`src/rtl/phys_reg_free_list.sv`:
```
// Free list of physical register tags for rename: multi-lane
// allocate/free, with head checkpoints for one-cycle mispredict
// recovery. Checkpoints exist only with
// PHYS_REG_FREE_LIST_CHECKPOINT_EN defined.
// Ports: CLK, RST (sync, active-high); deq_req/deq_ready/deq_tag
// allocate; enq_valid/enq_tag free; save_*/restore_* checkpoint;
// count/empty/full status.
module phys_reg_free_list #(
    parameter int NUM_PHYS_REGS = 64,
    parameter int NUM_ARCH_REGS = 32,
    parameter int DEQ_WIDTH = 2,
    parameter int ENQ_WIDTH = 2,
    parameter int CHECKPOINT_COLUMNS = 4,
    parameter int PHYS_REG_WIDTH = $clog2(NUM_PHYS_REGS),
    parameter int LOG_CHECKPOINT_COLUMNS = $clog2(CHECKPOINT_COLUMNS),
    parameter int COUNT_WIDTH =
        $clog2(NUM_PHYS_REGS - NUM_ARCH_REGS) + 1
) (
    input  logic CLK,
    input  logic RST,
    input  logic [DEQ_WIDTH-1:0] deq_req,
    output logic deq_ready,
    output logic [DEQ_WIDTH-1:0][PHYS_REG_WIDTH-1:0] deq_tag,
    input  logic [ENQ_WIDTH-1:0] enq_valid,
    input  logic [ENQ_WIDTH-1:0][PHYS_REG_WIDTH-1:0] enq_tag,
    input  logic save_valid,
    input  logic [LOG_CHECKPOINT_COLUMNS-1:0] save_column,
    input  logic restore_valid,
    input  logic [LOG_CHECKPOINT_COLUMNS-1:0] restore_column,
    output logic [COUNT_WIDTH-1:0] count,
    output logic empty,
    output logic full
);

    localparam int DEPTH = NUM_PHYS_REGS - NUM_ARCH_REGS;
    localparam int PTR_W = COUNT_WIDTH;
    localparam int IDX_W = COUNT_WIDTH - 1;

    typedef logic [PTR_W-1:0] ptr_t;

    logic [PHYS_REG_WIDTH-1:0] mem [DEPTH];

    // MSB of each pointer is the wrap bit
    ptr_t head;
    ptr_t tail;
    ptr_t ndeq;
    ptr_t nenq;
    ptr_t head_adv;
    ptr_t head_next;
    ptr_t restore_head;
    logic restore_en;
    ptr_t deq_ptr [DEQ_WIDTH];
    ptr_t enq_ptr [ENQ_WIDTH];

    assign count = tail - head;
    assign empty = (count == '0);
    assign full  = (count == ptr_t'(DEPTH));

    always_comb begin
        ndeq = '0;
        for (int i = 0; i < DEQ_WIDTH; i++) begin
            ndeq = ndeq + ptr_t'(deq_req[i]);
        end
    end

    // Valid enqueue lanes are packed densely starting at tail
    always_comb begin
        nenq = '0;
        for (int i = 0; i < ENQ_WIDTH; i++) begin
            enq_ptr[i] = tail + nenq;
            nenq = nenq + ptr_t'(enq_valid[i]);
        end
    end

    always_comb begin
        for (int i = 0; i < DEQ_WIDTH; i++) begin
            deq_ptr[i] = head + ptr_t'(i);
            deq_tag[i] = mem[deq_ptr[i][IDX_W-1:0]];
        end
    end

    // A restore squashes this cycle's allocation
    assign deq_ready = (count >= ndeq) && !restore_en;
    assign head_adv  = deq_ready ? head + ndeq : head;
    assign head_next = restore_en ? restore_head : head_adv;

`ifdef PHYS_REG_FREE_LIST_CHECKPOINT_EN
    ptr_t ckpt [CHECKPOINT_COLUMNS];

    assign restore_en   = restore_valid;
    assign restore_head = ckpt[restore_column];

    // Saved head includes the branch's own allocation
    always_ff @(posedge CLK) begin
        if (RST) begin
            for (int c = 0; c < CHECKPOINT_COLUMNS; c++) begin
                ckpt[c] <= '0;
            end
        end else if (save_valid && !restore_valid) begin
            ckpt[save_column] <= head_adv;
        end
    end
`else
    logic unused_ckpt;

    assign restore_en   = 1'b0;
    assign restore_head = '0;
    assign unused_ckpt  = ^{save_valid, save_column,
                            restore_valid, restore_column};
`endif

    always_ff @(posedge CLK) begin
        if (RST) begin
            head <= '0;
            tail <= ptr_t'(DEPTH);
            for (int i = 0; i < DEPTH; i++) begin
                mem[i] <= PHYS_REG_WIDTH'(NUM_ARCH_REGS + i);
            end
        end else begin
            head <= head_next;
            tail <= tail + nenq;
            for (int i = 0; i < ENQ_WIDTH; i++) begin
                if (enq_valid[i]) begin
                    mem[enq_ptr[i][IDX_W-1:0]] <= enq_tag[i];
                end
            end
        end
    end

endmodule

```
`config.mk`:
```
export PLATFORM = sky130hd
export DESIGN_NAME = phys_reg_free_list
export DESIGN_NICKNAME = d
export VERILOG_FILES = /design/src/rtl/phys_reg_free_list.sv
export SDC_FILE = /design/constraint.sdc
export NUM_CORES = 1
export LEC_CHECK = 0
export BUFFER_PORTS_ARGS = -buffer_cell sky130_fd_sc_hd__buf_4
export CORE_ASPECT_RATIO = 1.75
export CORE_UTILIZATION = 30
export DETAILED_ROUTE_END_ITERATION = 12
export PLACE_DENSITY_LB_ADDON = 0.3
export SYNTH_ARGS = -nofsm -noshare
export SYNTH_HDL_FRONTEND = slang
export SYNTH_SLANG_ARGS = --single-unit
```
`constraint.sdc`:
```
create_clock -name CLK -period 8.35 [get_ports CLK]
set_input_delay 0.835 -clock CLK [delete_from_list [all_inputs] [get_ports CLK]]
set_output_delay 0.835 -clock CLK [all_outputs]
set_load 0.02 [all_outputs]
```
==> reports/results.txt <==
Number of enable flip-flop cells after synthesis: 192
CTS Buf Count: 21
Flop pwr share: 0.342
Synthesized flop and latch total: 209
DIE WIDTH: 161 um
GRT busiest layer: met2
Logic gate share of total power: 0.389
Drt pass-1 iters: 5
Clk pin slew, worst setup/hold paths: 0.07 ns
P_int: 0.00233 W
DP HPWL: 33200 um
CTS Sinks: 209
Avg Inst Size Synth: 11.1 sq um
Hold Crit Class: register to register
Reported net switching power: 0.00131 W
Commonest non-fill, non-tap cell in the layout: edfxtp_1
Post-synthesis cell type count: 51
Drt via density: 5.90
CTS tree: built
Post-CTS Setup Bufs: 0
Grt met2 use: 0.387
Post-Syn Nets: 1242
Warnings, synthesis: 0
RSZ-0062 raised after global routing: false
Kind of critical path: register to primary output
Routability cong.: 0.924
Buffers added on ports: 38
VDD IR max: 0.000230 V
Post-route setup TNS: 0 ns
CTS max path bufs: 3
GR Overflow Total: 0
Switching share of power: 0.359
H-tree depth: 1
Filler cells: 4328
Max-Cap Viols: 0
I/O Pins: 45
Fin crit share: 0.614
Max Slew Vio Count: 0
Clock group share of total power: 0.269
Critical Path AT: 4.29 ns
Clock root buffer: clkbuf_16
Worst-margin pin slew: 1.14 ns
Multi-input logic area: 0.00658 sq mm
Area share of the largest cell type after synthesis: 0.434
Hold WS: 0.539 ns
CTS Hold Bufs: 0
CP max FO: 48
Synth area leader: edfxtp_1
Routed WL: 47100 um
GR Util met3: 0.0281
DRC: 0
DR iter-0 viols: 892
Post-CTS resize count: 0
Final Instance Area: 0.0146 sq mm
Final Setup Violations: 0
All-Layer GR Usage: 0.209
Most frequent cells in the layout: edfxtp_1 (192), nor2_1 (157), mux4_2 (120), nand2_1 (108), a21oi_1 (85)
Slew HR: 0.232
Vias in the first global route: 10400
FP Rows: 101
Post-Route Skew: 0.0224 ns
Via Count: 10300
CP startpoint kind: register
Pwr Density: 249 mW/mm^2
Leak Pwr: 4.20 nW
Initial antenna violation count: 0
Asr flop ratio synth: 0
Syn Std Cell Area: 0.0133 sq mm
Proportion of layout cells with a drive suffix above 1: 0.199
Top_reg_cell synth: edfxtp_1
Area Growth Syn to Fin: 9.98%
First-pass GRT wire length: 68100 um
Required time worst endpoint: 7.52 ns
Final hold violation count: 0
Largest net degree at the start of global routing: 54
CP Capture Type: primary output
Fin nets: 1204
Period minus WS final: 5.12 ns
Latest clock arrival within the worst-skew pair: 0.54 ns
Post-synthesis sequential area ratio: 0.460
Full die area: 0.0452 sq mm
Cell Area, Placed: 0.0139 sq mm
Met1 usage: 0.206
Fmax: 195 MHz
Initial core utilization: 0.306
Outcome: finished clean
Register area: 0.00611 sq mm
Detail Route Antenna Nets: 0
Synth Instances: 1201
Antenna fix cells: 0
Tot Pwr: 0.00364 W
Top post-synthesis cells by area: edfxtp_1 (43%), mux4_2 (20%), nor2_1 (4.4%), a21oi_1 (3.2%), nand2_1 (3.1%)
Mean routed wirelength per cell: 27.0 um
Die outline height: 280 um
Core Area: 0.0435 sq mm
-- power groups by stage --
stage                     Sequential, W  Combinational (W)  Clock, W
final                           0.00124            0.00142  0.000979
after global routing            0.00125            0.00148   0.00101
after detailed placement        0.00127            0.00142         0
after floorplan                 0.00122           0.000985         0
after CTS                       0.00125            0.00142  0.000987
after global placement          0.00127            0.00141         0
-- through the flow --
| stage | instances | util | setup slack, ns |
|---|---|---|---|
| floorplan | 1201 | - | 4.90 |
| global placement | 1706 | 0.320 | 3.74 |
| detailed placement | 1706 | 0.320 | 3.72 |
| CTS | 1744 | 0.336 | 3.16 |
| global route | 1744 | 0.336 | 3.05 |
| finish | 1744 | 0.336 | 3.23 |
-- path summary, 6_finish.rpt --
path / end / start / cells past startpoint / slack (ns)
worst max register to register: register / head[0] / 11 / 4.53
worst min-delay path: register / head[4] / 2 / 0.54
worst max-delay path: deq_tag[11] / head[0] / 7 / 3.23
worst min register to register: register / head[4] / 2 / 0.54
-- Yosys cell counts (2+ instances only) --
| library cell | count |
|---|---|
| buf_2 | 26 |
| or2_2 | 2 |
| nand3_1 | 54 |
| nand4_1 | 8 |
| nor4_1 | 23 |
| o21ai_1 | 41 |
| mux2i_1 | 2 |
| nand2b_1 | 8 |
| nor2b_1 | 5 |
| or3_1 | 22 |
| o22ai_1 | 2 |
| inv_2 | 2 |
| xor2_1 | 2 |
| nor3_2 | 2 |
| a31oi_1 | 47 |
| or3b_2 | 2 |
| o21a_1 | 5 |
| and3_1 | 5 |
| nand3b_1 | 10 |
| a21oi_1 | 85 |
| edfxtp_1 | 192 |
| a211oi_1 | 3 |
| ha_1 | 14 |
| nand2_1 | 108 |
| inv_1 | 29 |
| nor2_1 | 157 |
| fa_1 | 3 |
| nor3_1 | 25 |
| mux4_2 | 120 |
| mux2_2 | 13 |
| clkbuf_1 | 76 |
| buf_6 | 3 |
| xnor2_1 | 9 |
| and2_1 | 4 |
| buf_1 | 10 |
| dfxtp_1 | 17 |
| a2111o_1 | 2 |
| o31ai_1 | 5 |
| o21ai_0 | 46 |
-- worst max-delay path, cell delays in order (launching register included) --
cell and delay, ns:
dfxtp_4 0.69, buf_4 0.58, ha_2 0.28, buf_4 0.59
mux4_2 0.49, mux4_2 0.51, mux2_2 0.36, buf_4 0.19
-- layout make-up --
class,count,area share
clock buffer,24,0.0367
clock inverter,14,0.00968
inverter,32,0.00822
multi-input combinational,844,0.450
sequential,209,0.419
tap,566,0.0485
timing repair buffer,55,0.0283
-- sequential cells by signal, indices dropped and copies added, names as in the netlist, named ones only --
signal,count
mem,192
head,6
tail,6
-- cell families (layout without fill, tap and decap cells) --
family / Yosys count / after routing / share of synthesized area
xor+xnor: 11 / 11 / 0.00725
flops: 209 / 209 / 0.460
mux: 135 / 135 / 0.216
compound gates: 240 / 240 / 0.0999
simple gates: 441 / 441 / 0.153
buf+inv: 148 / 125 / 0.0461
fa+ha+maj: 17 / 17 / 0.0177
-- routing by layer --
| layer | up-vias | part of all wire |
|---|---|---|
| li1 | 4501 | - |
| met1 | 5125 | 0.32 |
| met2 | 515 | 0.53 |
| met3 | 146 | 0.060 |
| met4 | 0 | 0.087 |
| met5 | - | 0 |
Note: power is estimated with default switching activity, not from simulation.
